`src/rtl/fc_pkg.sv`:
```
// Shared FC definitions: widths, FSM encoding,
// saturation bounds and the output clamp helper.
package fc_pkg;

  localparam int DATA_NUM     = 20;
  localparam int DATA_WIDTH   = 8;
  localparam int WEIGHT_WIDTH = 8;
  localparam int BIAS_WIDTH   = 16;
  localparam int ACC_WIDTH    = 32;
  localparam int PROD_WIDTH   = DATA_WIDTH + WEIGHT_WIDTH;
  localparam int SUM_WIDTH    = PROD_WIDTH + 5;

  localparam logic [1:0] ST_IDLE   = 2'd0;
  localparam logic [1:0] ST_ACCUM  = 2'd1;
  localparam logic [1:0] ST_DRAIN  = 2'd2;
  localparam logic [1:0] ST_OUTPUT = 2'd3;

  localparam logic signed [ACC_WIDTH-1:0] SAT_MAX =
    (2 ** (DATA_WIDTH - 1)) - 1;
  localparam logic signed [ACC_WIDTH-1:0] SAT_MIN =
    -(2 ** (DATA_WIDTH - 1));

  // Clamp an accumulator-width value into the output range.
  function automatic logic signed [DATA_WIDTH-1:0] sat_data(
    input logic signed [ACC_WIDTH-1:0] v
  );
    if (v > SAT_MAX)      return SAT_MAX[DATA_WIDTH-1:0];
    else if (v < SAT_MIN) return SAT_MIN[DATA_WIDTH-1:0];
    else                  return v[DATA_WIDTH-1:0];
  endfunction

endpackage

```
`src/rtl/fc_accum_dot20.sv`:
```
// Two-stage dot product: P1 registers the 20 products,
// P2 registers the adder-tree sum; a valid bit rides along.
import fc_pkg::*;

module fc_dot20 (
  input  logic                                clk,
  input  logic                                rst,
  input  logic                                valid_i,
  input  logic [DATA_NUM*DATA_WIDTH-1:0]      src_i,
  input  logic [DATA_NUM*WEIGHT_WIDTH-1:0]    wgt_i,
  output logic                                p1_valid_o,
  output logic                                valid_o,
  output logic signed [SUM_WIDTH-1:0]         sum_o
);

  logic signed [PROD_WIDTH-1:0] prod_d [DATA_NUM];
  logic signed [PROD_WIDTH-1:0] prod_q [DATA_NUM];
  logic signed [SUM_WIDTH-1:0]  sum_d;
  logic signed [SUM_WIDTH-1:0]  sum_q;
  logic                         v1_q;
  logic                         v2_q;

  // Element-wise signed products of the current window.
  always_comb begin
    for (int i = 0; i < DATA_NUM; i++) begin
      prod_d[i] = $signed(src_i[i*DATA_WIDTH +: DATA_WIDTH])
                * $signed(wgt_i[i*WEIGHT_WIDTH +: WEIGHT_WIDTH]);
    end
  end

  // Reduce the registered products to one signed sum.
  always_comb begin
    sum_d = '0;
    for (int i = 0; i < DATA_NUM; i++) begin
      sum_d = sum_d + SUM_WIDTH'(prod_q[i]);
    end
  end

  // P1/P2 pipeline registers; data only moves on valid beats.
  always_ff @(posedge clk or posedge rst) begin
    if (rst) begin
      v1_q  <= 1'b0;
      v2_q  <= 1'b0;
      sum_q <= '0;
      for (int i = 0; i < DATA_NUM; i++) prod_q[i] <= '0;
    end else begin
      v1_q <= valid_i;
      v2_q <= v1_q;
      if (valid_i) begin
        for (int i = 0; i < DATA_NUM; i++) prod_q[i] <= prod_d[i];
      end
      if (v1_q) sum_q <= sum_d;
    end
  end

  assign p1_valid_o = v1_q;
  assign valid_o    = v2_q;
  assign sum_o      = sum_q;

endmodule

```
`src/rtl/fc_accum.sv`:
```
// FC neuron accumulator: sequences windows through the dot
// pipeline, accumulates, then bias/shift/ReLU/saturate.
import fc_pkg::*;

module fc_accum (
  input  logic                              clk,
  input  logic                              rst,
  input  logic                              start,
  input  logic [7:0]                        win_num,
  input  logic [BIAS_WIDTH-1:0]             bias,
  input  logic [4:0]                        shift,
  input  logic                              relu_en,
  input  logic                              win_valid,
  input  logic [DATA_NUM*DATA_WIDTH-1:0]    src_window,
  input  logic [DATA_NUM*WEIGHT_WIDTH-1:0]  weight_window,
  output logic                              busy,
  output logic                              out_valid,
  output logic [DATA_WIDTH-1:0]             out_data
);

  logic [1:0]                    state_q, state_d;
  logic [7:0]                    win_cnt_q, win_cnt_d;
  logic [7:0]                    win_num_q;
  logic signed [BIAS_WIDTH-1:0]  bias_q;
  logic [4:0]                    shift_q;
  logic                          relu_q;
  logic signed [ACC_WIDTH-1:0]   acc_q, acc_d;
  logic                          out_valid_q, out_valid_d;
  logic [DATA_WIDTH-1:0]         out_data_q, out_data_d;

  logic                          start_ok;
  logic                          accept;
  logic                          p1_valid;
  logic                          dot_valid;
  logic signed [SUM_WIDTH-1:0]   dot_sum;
  logic signed [ACC_WIDTH-1:0]   biased;
  logic signed [ACC_WIDTH-1:0]   shifted;

  // The out_valid cycle still counts as busy, so a new start
  // is only taken once that pulse has gone.
  assign busy     = (state_q != ST_IDLE) || out_valid_q;
  assign start_ok = start && !busy && (win_num != 8'd0);
  assign accept   = (state_q == ST_ACCUM) && win_valid;

  fc_dot20 u_dot (
    .clk        (clk),
    .rst        (rst),
    .valid_i    (accept),
    .src_i      (src_window),
    .wgt_i      (weight_window),
    .p1_valid_o (p1_valid),
    .valid_o    (dot_valid),
    .sum_o      (dot_sum)
  );

  // Post-processing on the settled accumulator.
  always_comb begin
    biased  = acc_q + ACC_WIDTH'(bias_q);
    shifted = biased >>> shift_q;
    if (relu_q && shifted[ACC_WIDTH-1]) shifted = '0;
  end

  // FSM, window counter and accumulator next-state.
  always_comb begin
    state_d     = state_q;
    win_cnt_d   = win_cnt_q;
    acc_d       = acc_q;
    out_valid_d = 1'b0;
    out_data_d  = out_data_q;
    if (dot_valid) acc_d = acc_q + ACC_WIDTH'(dot_sum);
    unique case (state_q)
      ST_IDLE: begin
        if (start_ok) begin
          state_d   = ST_ACCUM;
          win_cnt_d = '0;
          acc_d     = '0;
        end
      end
      ST_ACCUM: begin
        if (accept) begin
          win_cnt_d = win_cnt_q + 8'd1;
          if (win_cnt_q + 8'd1 == win_num_q) state_d = ST_DRAIN;
        end
      end
      // Once P1 is empty the last sum lands in acc this edge.
      ST_DRAIN: begin
        if (!p1_valid) state_d = ST_OUTPUT;
      end
      ST_OUTPUT: begin
        out_valid_d = 1'b1;
        out_data_d  = sat_data(shifted);
        state_d     = ST_IDLE;
      end
      default: state_d = ST_IDLE;
    endcase
  end

  // State registers; controls latch only on an accepted start.
  always_ff @(posedge clk or posedge rst) begin
    if (rst) begin
      state_q     <= ST_IDLE;
      win_cnt_q   <= '0;
      win_num_q   <= '0;
      bias_q      <= '0;
      shift_q     <= '0;
      relu_q      <= 1'b0;
      acc_q       <= '0;
      out_valid_q <= 1'b0;
      out_data_q  <= '0;
    end else begin
      state_q     <= state_d;
      win_cnt_q   <= win_cnt_d;
      acc_q       <= acc_d;
      out_valid_q <= out_valid_d;
      out_data_q  <= out_data_d;
      if (start_ok) begin
        win_num_q <= win_num;
        bias_q    <= bias;
        shift_q   <= shift;
        relu_q    <= relu_en;
      end
    end
  end

  assign out_valid = out_valid_q;
  assign out_data  = out_data_q;

endmodule

```
`config.mk`:
```
export PLATFORM = sky130hd
export DESIGN_NAME = fc_accum
export DESIGN_NICKNAME = d
export VERILOG_FILES = /design/src/rtl/fc_pkg.sv /design/src/rtl/fc_accum_dot20.sv /design/src/rtl/fc_accum.sv
export SDC_FILE = /design/constraint.sdc
export NUM_CORES = 2
export LEC_CHECK = 0
export CAP_MARGIN = 40
export CORE_AREA = 2 2 361 363
export CTS_BUF_LIST = sky130_fd_sc_hd__clkbuf_8
export DETAILED_ROUTE_END_ITERATION = 16
export DIE_AREA = 0 0 363 365
export HOLD_SLACK_MARGIN = 0.12
export PLACE_DENSITY = 0.87
export SLEW_MARGIN = 10
export SYNTH_ARGS = -nofsm -noshare
export SYNTH_HDL_FRONTEND = slang
export SYNTH_SLANG_ARGS = --single-unit
```
`constraint.sdc`:
```
create_clock -name clk -period 17.72 [get_ports clk]
set_input_delay 4.43 -clock clk [delete_from_list [all_inputs] [get_ports clk]]
set_output_delay 4.43 -clock clk [all_outputs]
set_load 0.005 [all_outputs]
```
==> summary.txt <==
Syn Nets: 10.6k
Top cell type's share of synthesized area: 36.3%
Clock sink count: 424
Hold Path Depth: 2
Number of enable flip-flop cells after synthesis: 0
Pre-CTS WS: 8.14 ns
Vias in the first global route: 61.5k
Worst-Margin Slew: 1.10 ns
DR pass1 iterations: 6
Area Overhead vs Synth: 9.30%
CTS-repair resized insts: 0
Antenna violations before repair: 17
# IOs: 364
Post-synth ARST share: 100%
Seq/Total Area, Yosys: 13.8%
CTS tree: built
Nets: 11.0k
IO Port Bufs: 363
Relative slew slack: 27.0%
Detailed Place HPWL: 161 mm
Crit path arrival time: 9.78 ns
Yosys top cell by area: fa_1
Post-synth top cells: inv_1, fa_1, nand2_1
Fin. max-slew vios: 0
Drt drc: 0
Vias: 56.7k
First-pass GRT wire length: 316 mm
Longest Clk Path Bufs: 3
Hold Crit Class: flip-flop to flip-flop
Delay of the slowest critical-path stage: 0.55 ns
Die area: 132000 um^2
Initial core utilization: 59.6%
Area of the mapped netlist: 76700 um^2
DR iter-0 viols: 3712
Part of the cycle the worst path needs: 51.9%
Final hold viol count: 0
Routability cong.: 0.945
Clock-pin slew on the worst setup and hold paths: 0.06 ns
Vias/cell: 5.52
Die Y: 365 um
Worst endpoint required time: 18.30 ns
PnR worst setup slack: 8.53 ns
Inserted Clock Buffers: 79
Critical path type: flip-flop to flip-flop
Netlist cell types: 92
GRT Overall Usage: 29.9%
Reg area: 10600 um^2
Reg2reg path depth: 35
Crit path top cell by count: fa_1
Status: completed
Pin count of the biggest net entering global routing: 268
DRT Wirelength: 190 mm
Worst-path fanout max: 6
#FFs+latches synth: 424
Max cap viols: 0
YS warnings: 0
Fill cell count: 9959
RSZ-0062 raised after global routing: no
Clock Latency Late Sink: 0.72 ns
Htree depth: 3
Setup_tns: 0 ns
GRT overflow: 0
Number of setup buffers added after CTS: 0
CP max-delay cell: fa_1
Root buf cell: clkbuf_8
Die Span X: 363 um
Synth top area cells: fa_1, dfrtp_1, ha_1, inv_1, and2_1
Area of the multi-input gates: 58700 um^2
Drt wl/cell: 18.5 um
Cells after synthesis: 8199
Tmin final: 9.19 ns
Top FF cell, synth: dfrtp_1
Share of post-route cells with drive strength above 1: 2.80%
Final setup vio count: 0
Mean Syn Cell Area: 9.35 um^2
Cts-stage hold buffer count: 0
Count leader, synth: inv_1
Worst setup SP type: flip-flop
Site Rows: 132
Core area: 129000 um^2
Post-detailed-route count of antenna-violating nets: 0
Crit end category: flip-flop
Clk_skew: 0.0362 ns
Fmax: 109 MHz
[layout by cell type, fill, tap and decap left out, types with 15 or more instances in the layout]
cell type           n
ha_1              690
nand3_1            46
nand2_1           898
dfrtp_1           424
mux2i_1            49
nor3_1             35
and2_1            736
clkdlybuf4s50_1   363
o21bai_1          149
a21o_1             54
a21oi_1           282
o21ai_0           368
clkbuf_8           98
a211oi_1           16
o211ai_1           22
xor2_1             57
nand2b_1          147
o21a_1             15
nor2_1            184
fa_1             1391
xnor2_1           363
nor2b_1            20
inv_1            1834
buf_4              15
mux2_2             49
[metal layers]
layer / GRT usage (%) / share of wire (%)
met1: 39.6 / 41
met2: 50.5 / 49
met4: 10.3 / 3.8
met5: 0 / 0.028
met3: 4.65 / 6.5
[worst max-delay path: cells and delay by family, from the launching register on]
kind / cells / cell delay, ns
adders and majority gates: 10 / 4.38
AOI/OAI and AO/OA: 16 / 3.23
and+or+nand+nor: 4 / 0.67
buffers and inverters: 5 / 0.40
DFF: 1 / 0.35
[worst paths after layout]
path / endpoint / start / slack [ns]
min in group asynchronous: shift_q[0]$_DFFE_PP0P_ / rst / 4.18
max in group asynchronous: u_dot.prod_q[159]$_DFFE_PP0P_ / rst / 11.47
worst max register to register: u_dot.sum_o[20]$_DFFE_PP0P_ / u_dot.prod_q[305]$_DFFE_PP0P_ / 8.53
worst min-delay path: u_dot.prod_q[187]$_DFFE_PP0P_ / u_dot.prod_q[187]$_DFFE_PP0P_ / 0.49
worst max-delay path: u_dot.sum_o[20]$_DFFE_PP0P_ / u_dot.prod_q[305]$_DFFE_PP0P_ / 8.53
worst min register to register: u_dot.prod_q[187]$_DFFE_PP0P_ / u_dot.prod_q[187]$_DFFE_PP0P_ / 0.49
[registers in the layout, indices dropped and copies added (netlist names)]
name,flops
win_cnt_q,8
u_dot.prod_q,320
u_dot.sum_o,21
out_valid,1
acc_q,32
shift_q,5
u_dot.valid_o,1
state_q,2
win_num_q,8
relu_q,1
out_data,8
u_dot.p1_valid_o,1
bias_q,16
[through the flow]
stage	cell area (um^2)	utilization (%)	instances	hold WS (ns)
2_1_floorplan	76700	-	8199	0.352
3_3_place_gp	82000	63.7	10100	0.464
3_5_place_dp	82100	63.8	10100	0.471
4_1_cts	83800	65.1	10300	0.483
5_1_grt	83800	65.1	10300	0.513
6_report	83800	65.1	10300	0.490
[final cells by class]
type / count / area share (%)
multi-input combinational: 5813 / 70.0
clock buffer: 98 / 1.61
tap: 1675 / 2.50
clock inverter: 43 / 0.387
sequential: 424 / 12.7
antenna: 13 / 0.0388
inverter: 1815 / 8.14
timing repair buffer: 384 / 4.64
[logic make-up after synthesis]
logic type / after synthesis / synth area share (%)
multiplexers: 111 / 1.74
XOR/XNOR: 420 / 4.80
AO/OA/AOI/OAI: 1065 / 8.55
AND/OR/NAND/NOR: 2136 / 13.9
flip-flops: 424 / 13.8
buffers and inverters: 1962 / 9.64
adder cells (fa/ha/maj): 2081 / 47.6
Power is not shown: default switching activity piles up to over one toggle a cycle in this logic, so the estimate is an artifact.
